[src/rtl/apb_sram_ctrl.sv]
// APB3 completer bridging APB transfers onto a synchronous single-port SRAM
// with one cycle of read latency. Misaligned and out-of-range accesses get PSLVERR.
module apb_sram_ctrl #(
   parameter int unsigned addr_bits   = 10,
   parameter int unsigned data_width  = 32,
   parameter int unsigned paddr_width = 32
) (
   input  logic                   clk,
   input  logic                   rstn,
   input  logic                   psel,
   input  logic                   penable,
   input  logic                   pwrite,
   input  logic [paddr_width-1:0] paddr,
   input  logic [data_width-1:0]  pwdata,
   output logic                   pready,
   output logic [data_width-1:0]  prdata,
   output logic                   pslverr,
   output logic                   sram_en,
   output logic                   sram_we,
   output logic [addr_bits-1:0]   sram_addr,
   output logic [data_width-1:0]  sram_din,
   input  logic [data_width-1:0]  sram_dout
);

   localparam logic [2:0] StIdle    = 3'd0;
   localparam logic [2:0] StWr      = 3'd1;
   localparam logic [2:0] StRdIssue = 3'd2;
   localparam logic [2:0] StRdWait  = 3'd3;
   localparam logic [2:0] StRdResp  = 3'd4;
   localparam logic [2:0] StErr     = 3'd5;

   localparam int unsigned HiShift = addr_bits + 2;

   logic [2:0]            state_q, state_d;
   logic                  pready_q, pready_d;
   logic                  pslverr_q, pslverr_d;
   logic [data_width-1:0] prdata_q, prdata_d;
   logic                  sram_en_q, sram_en_d;
   logic                  sram_we_q, sram_we_d;
   logic [addr_bits-1:0]  sram_addr_q, sram_addr_d;
   logic [data_width-1:0] sram_din_q, sram_din_d;

   logic                  setup;
   logic                  addr_err;
   logic                  xfer_end;
   logic [addr_bits-1:0]  word_addr;

   assign word_addr = paddr[addr_bits+1:2];
   // Shift rather than slice so the range check stays legal when no upper bits exist.
   assign addr_err  = (paddr[1:0] != 2'b00) || ((paddr >> HiShift) != '0);
   assign setup     = psel && !penable;
   // Both a normal completion and an abort (psel dropped) end the transfer.
   assign xfer_end  = !psel || (penable && pready_q);

   always_comb begin
      state_d     = state_q;
      pready_d    = pready_q;
      pslverr_d   = pslverr_q;
      prdata_d    = prdata_q;
      sram_en_d   = 1'b0;
      sram_we_d   = 1'b0;
      sram_addr_d = sram_addr_q;
      sram_din_d  = sram_din_q;

      case (state_q)
         StIdle: begin
            if (setup) begin
               if (addr_err) begin
                  state_d   = StErr;
                  pready_d  = 1'b1;
                  pslverr_d = 1'b1;
               end else if (pwrite) begin
                  state_d     = StWr;
                  sram_en_d   = 1'b1;
                  sram_we_d   = 1'b1;
                  sram_addr_d = word_addr;
                  sram_din_d  = pwdata;
                  pready_d    = 1'b1;
               end else begin
                  state_d     = StRdIssue;
                  sram_en_d   = 1'b1;
                  sram_addr_d = word_addr;
               end
            end
         end
         StWr, StErr, StRdResp: begin
            if (xfer_end) begin
               state_d   = StIdle;
               pready_d  = 1'b0;
               pslverr_d = 1'b0;
               prdata_d  = '0;
            end
         end
         StRdIssue: begin
            state_d = psel ? StRdWait : StIdle;
         end
         StRdWait: begin
            if (!psel) begin
               state_d = StIdle;
            end else begin
               state_d  = StRdResp;
               prdata_d = sram_dout;
               pready_d = 1'b1;
            end
         end
         default: begin
            state_d   = StIdle;
            pready_d  = 1'b0;
            pslverr_d = 1'b0;
            prdata_d  = '0;
         end
      endcase
   end

   always_ff @(posedge clk or negedge rstn) begin
      if (!rstn) begin
         state_q     <= StIdle;
         pready_q    <= 1'b0;
         pslverr_q   <= 1'b0;
         prdata_q    <= '0;
         sram_en_q   <= 1'b0;
         sram_we_q   <= 1'b0;
         sram_addr_q <= '0;
         sram_din_q  <= '0;
      end else begin
         state_q     <= state_d;
         pready_q    <= pready_d;
         pslverr_q   <= pslverr_d;
         prdata_q    <= prdata_d;
         sram_en_q   <= sram_en_d;
         sram_we_q   <= sram_we_d;
         sram_addr_q <= sram_addr_d;
         sram_din_q  <= sram_din_d;
      end
   end

   assign pready    = pready_q;
   assign pslverr   = pslverr_q;
   assign prdata    = prdata_q;
   assign sram_en   = sram_en_q;
   assign sram_we   = sram_we_q;
   assign sram_addr = sram_addr_q;
   assign sram_din  = sram_din_q;

endmodule

[config.mk]
export PLATFORM = sky130hd
export DESIGN_NAME = apb_sram_ctrl
export DESIGN_NICKNAME = d
export VERILOG_FILES = /design/src/rtl/apb_sram_ctrl.sv
export SDC_FILE = /design/constraint.sdc
export NUM_CORES = 1
export LEC_CHECK = 0
export BUFFER_PORTS_ARGS = -buffer_cell sky130_fd_sc_hd__buf_2
export CAP_MARGIN = 20
export CORE_UTILIZATION = 40
export DETAILED_ROUTE_END_ITERATION = 12
export PLACE_DENSITY_LB_ADDON = 0.08
export SYNTH_ARGS = -nofsm -noshare
export SYNTH_HDL_FRONTEND = slang
export SYNTH_SLANG_ARGS = --single-unit
[constraint.sdc]
create_clock -name clk -period 3.55 [get_ports clk]
set_input_delay 0.1775 -clock clk [delete_from_list [all_inputs] [get_ports clk]]
set_output_delay 0.1775 -clock clk [all_outputs]
set_load 0.1 [all_outputs]
## Yosys cells after proc, flatten, opt, wreduce, memory -nomap -nowiden

Index checks and enable logic that the tools add are counted.

- Equal/unequal tests: 10
- Muxes and demuxes: 26
- Bitwise logic cells: 4
- Reduce and logical (&&, ||, !) cells: 18

Operators with widths:

| kind | count |
|---|---|
| 32-bit one-hot mux with 3 select lines | 1 |
| 32-bit 2-to-1 mux | 2 |
| 32-bit nonzero test | 1 |
| 1-bit 2-to-1 mux | 14 |
| 3-bit 2-to-1 mux | 4 |
| 3-bit one-hot mux with 4 select lines | 1 |
| 2-bit inequality test, second input constant | 4 |
| 4-bit AND reduction | 2 |
| 3-bit by 2-bit == test with 1-bit output, second input constant | 2 |
| 3-bit == test, second input constant | 2 |
| 3-bit AND reduction | 2 |
| 5-bit AND reduction | 1 |
| 2-bit 2-to-1 mux | 2 |
| 1-bit NOT | 4 |
| 1-bit one-hot mux with 4 select lines | 1 |
| 2-bit OR reduction | 2 |
| 3-bit by 1-bit == test with 1-bit output, second input constant | 1 |
| 3-bit zero test | 1 |
| 3-bit inequality test, second input constant | 1 |
| 1-bit one-hot mux with 3 select lines | 1 |
| 3-bit OR reduction | 1 |
| 1-bit logical AND | 2 |
| 1-bit zero test | 2 |
| 1-bit logical OR | 2 |
| 2 further kinds | 2 |

- Register bits after elaboration: 81
- Bits of input ports: 101
- Output and inout port bits: 78
- Logic and storage cells: 66

## Logic depth before layout (Yosys ltp)

- Depth in word-level cells: 5
- Depth in mapped cells: 6
- Gate-level depth less buffers: 4

## Worst setup path after synthesis

No wires, ideal clock.

- Kind: register to register
- Start: register pready_q (netlist: pready)
- End: register prdata_q[22] (netlist: prdata[22])
- Setup time: 0.096 ns
- Data arrival time: 1.869 ns
- Data required time: 3.454 ns
- Path slack: 1.585 ns
- Stages on the path, launching flop included: 6
- Buffers on the path: 2
- Clock period less this slack: 1.965 ns
- Path through: dfrtp_1 > nand2_1 > and3_1 > clkbuf_1 > clkbuf_1 > o31ai_1

- Word-level cells in the longest chain between the ends: 4

Ends and longest elaborated chain:

| what | RTL line | RTL |
|---|---|---|
| from (decl) | 35 | `logic pready_q, pready_d;` |
| from (signal assigned) | 127 | `pready_q <= pready_d;` |
| 1-bit logical AND | 53 | `assign xfer_end = !psel \|\| (penable && pready_q);` |
| 1-bit logical OR | 53 |  |
| 2-bit inequality test (no line) | -- |  |
| 3-bit AND reduction (no line) | -- |  |
| to (signal assigned) | 129 | `prdata_q <= prdata_d;` |
| to (decl) | 37 | `logic [data_width-1:0] prdata_q, prdata_d;` |

Every way passes these cells.
A chain may end at the register's enable or synchronous reset.

## Worst setup path in the final report

- Start: register state_q[0]
- End: register sram_din_q[29] (netlist: sram_din[29])

- Word-level cells in the longest chain between the ends: 2

Ends and longest elaborated chain:

| what | RTL line | RTL |
|---|---|---|
| from (decl) | 34 | `logic [2:0] state_q, state_d;` |
| from (signal assigned) | 117 | `state_q <= StIdle;` |
| from (signal assigned) | 126 | `state_q <= state_d;` |
| 3-bit zero test | 65 | `case (state_q)` |
| 4-bit AND reduction (no line) | -- |  |
| to (signal assigned) | 133 | `sram_din_q <= sram_din_d;` |
| to (decl) | 41 | `logic [data_width-1:0] sram_din_q, sram_din_d;` |

Every way passes these cells.

==> impl_metrics.toml <==
[status]
outcome = "finished clean"

[power]
clockPowerShare = 0.351
power.switching_w = 0.000537
pwr-share-comb = 0.144
vdd_drop_max_mv = 0.193
p_leak_nw = 2.53
p_total_w = 0.00188
seqPwrFrac = 0.505
power.density_nw_per_um2 = 395
p_int_w = 0.00135
p_sw_frac = 0.285

[floorplanning]
core-area_um2 = 8680
die_h_um = 96.6
pin_count = 179
dieArea_um2 = 9330
initial_core_util = 0.412
rows = 34
fp.dieW_um = 96.6

[critical_path]
required_ps = 3770
reg2reg_to = "sram_din[29]"
reg2reg_slack_ps = 1300
worstSetupStartpoint = "state_q[0]"
r2r-start = "state_q[0]"
startpoint_type = "register"
worstSetupPathType = "register to register"
crit_path_max_fanout = 32
crit_arrival_ps = 2470
worstSetupEndpointType = "register"
ff2ff_path_depth = 5
crit_end = "sram_din[29]"

[placed_design]
dpl.hpwl_um = 5610
dp_slack_ps = 1320
port_buffers = 178
dp.cells = 551
gp_congestion = 0.833

[sta]
slew_headroom = 0.321
hold_viol = 0
finalCritPeriodShare = 0.635
final_max_slew_viol_count = 0
clock.fmax_ghz = 0.444
rsz0062_at_grt = "false"
fin_crit_ps = 2250
setup_viol = 0
fin_ws_ps = 1300
clock_skew_ps = 9.01
whs_ps = 62.0
worstMarginPinSlew_ps = 1020
setup_tns_ps = 0

[global_routing]
grt_overflow_total = 0
antenna_found_initial = 0
grt_max_degree = 82
grt_pass1_vias = 2706
grt_pass1_wl_um = 12400
track_usage = 0.174

[yosys]
synth_area_per_cell_um2 = 12.6
synth_area_um2 = 3580
synth_seq_area_share = 0.566
syn_nets = 384
ys.warnings.count = 0
synth_seq_cells = 81
synth_top_area_cell = "dfrtp_1"
synth_top_area_frac = 0.566
synth_cell_types = 24
synth_area_leaders = "dfrtp_1 57%, mux2_4 13%, o31ai_1 6.7%, o21ai_0 5.0%, nand2_1 4.0%"
synthCells = 283

[drt]
antenna_left = 0
num_vias = 2783
via_per_inst = 4.89
wl_um = 8160
drcViolationCount = 0
initialDrtViolationCount = 102
dr.pass1.iters = 4
wl_per_cell_um = 14.3

[cts]
cts_tree = "done"
cts_buffers = 9
clockBufferDepth = 2
clk_transition_reported_paths_ps = 80
cts.htree.levels = 3
clock_latency_ps = 340
cts_sinks = 81
cts_root_buffer = "clkbuf_8"

[flow_run]
cap_violations = 0

[final_layout]
nets = 557
nFillCells = 798
drive_gt1_frac = 0.540
antenna_cells = 0
regArea_um2 = 2030
multi_input_area_um2 = 1450
area_growth_syn_to_layout_pct = 33.2
stdcell_count = 569

[worst_hold_path]
hold_path_class = "primary input to register"
-- power groups by stage --
stage	clock network, W	registers (W)	logic (W)
after floorplan	0	0.00102	0.000105
after global placement	0	0.000968	0.000266
after detailed placement	0	0.000969	0.000269
after CTS	0.000693	0.000951	0.000269
after global routing	0.000733	0.000954	0.000298
final	0.000662	0.000951	0.000272
-- how the worst min path moves through the flow --
| stage | end | startpoint | slack, ps | cells after the start |
|---|---|---|---|---|
| after floorplan | prdata[0] | rstn | -120 | 0 |
| after global placement | sram_addr[3] | paddr[5] | 410 | 2 |
| after detailed placement | sram_din[31] | pwdata[31] | 410 | 2 |
| after CTS | sram_din[31] | pwdata[31] | 40 | 2 |
| after global routing | sram_din[2] | pwdata[2] | 40 | 2 |
| final | prdata[16] | sram_dout[16] | 60 | 3 |
-- timing repair --
action | in CTS | in global routing
setup buffers | 0 | 0
gates resized for setup | 0 | 0
hold endpoints to repair | 0 | 25
hold buffers | 0 | 1
-- final cells by class --
class	instances	area share
Inverter	2	0.00158
Clock buffer	11	0.0297
Sequential cell	81	0.425
Timing Repair Buffer	183	0.200
Clock inverter	5	0.0116
Multi-Input combinational cell	179	0.303
Tap cell	108	0.0284
-- critical path: stages, from the launching register on --
cell	delay, ps
dfrtp_1	470
nor2_1	300
nand2_1	260
nor4_4	180
buf_4	500
mux2_2	400
-- Yosys cell counts --
master	n
and3_1	2
buf_8	3
nand2b_1	1
a22oi_1	1
nor3b_1	2
nor4_4	5
clkbuf_1	18
nand3_1	1
nor2_1	5
a41oi_1	1
mux2_2	12
o21ai_0	36
o41ai_1	1
nand2_1	38
nand4_4	1
o21a_1	1
a21oi_1	3
o31ai_1	32
dfrtp_1	81
nor3_1	3
nor4_1	3
inv_1	2
nor3_4	1
mux2_4	30
-- per-layer routing --
layer | track usage | up-vias | wire [µm]
met5 | 0 | - | 0
met4 | 0.0551 | 0 | 70
met3 | 0.0642 | 6 | 722
met2 | 0.289 | 104 | 3840
met1 | 0.208 | 1303 | 3530
li1 | - | 1370 | -
-- sequential cells by signal (all words and copies together) (netlist names) --
register / count
prdata: 32
pready: 1
pslverr: 1
sram_addr: 10
sram_din: 32
sram_en: 1
sram_we: 1
state_q: 3
-- per-stage QoR --
| step | cell area (µm²) | util |
|---|---|---|
| final | 4770 | 0.549 |
| after detailed placement | 4530 | 0.522 |
| after global placement | 4530 | 0.522 |
| after CTS | 4730 | 0.545 |
| after global routing | 4770 | 0.549 |
| after floorplan | 3580 | - |
-- kinds of logic (layout without fill, tap and decap cells) --
group | after synthesis | after routing | synth area share
DFF | 81 | 81 | 0.566
AOI/OAI and AO/OA | 75 | 75 | 0.131
and+or+nand+nor | 62 | 62 | 0.106
muxes | 42 | 42 | 0.164
buffers and inverters | 23 | 201 | 0.0336
-- cell usage in the layout, fill, tap and decap left out, drive strengths merged, types with 4 or more instances in the layout --
cell type and n:
buf 182, clkbuf 11, o31ai 32, nor2 5
dfrtp 81, nor3 4, o21ai 36, mux2 42
nand2 38, nor4 8
(Power assumes the default switching activity.)
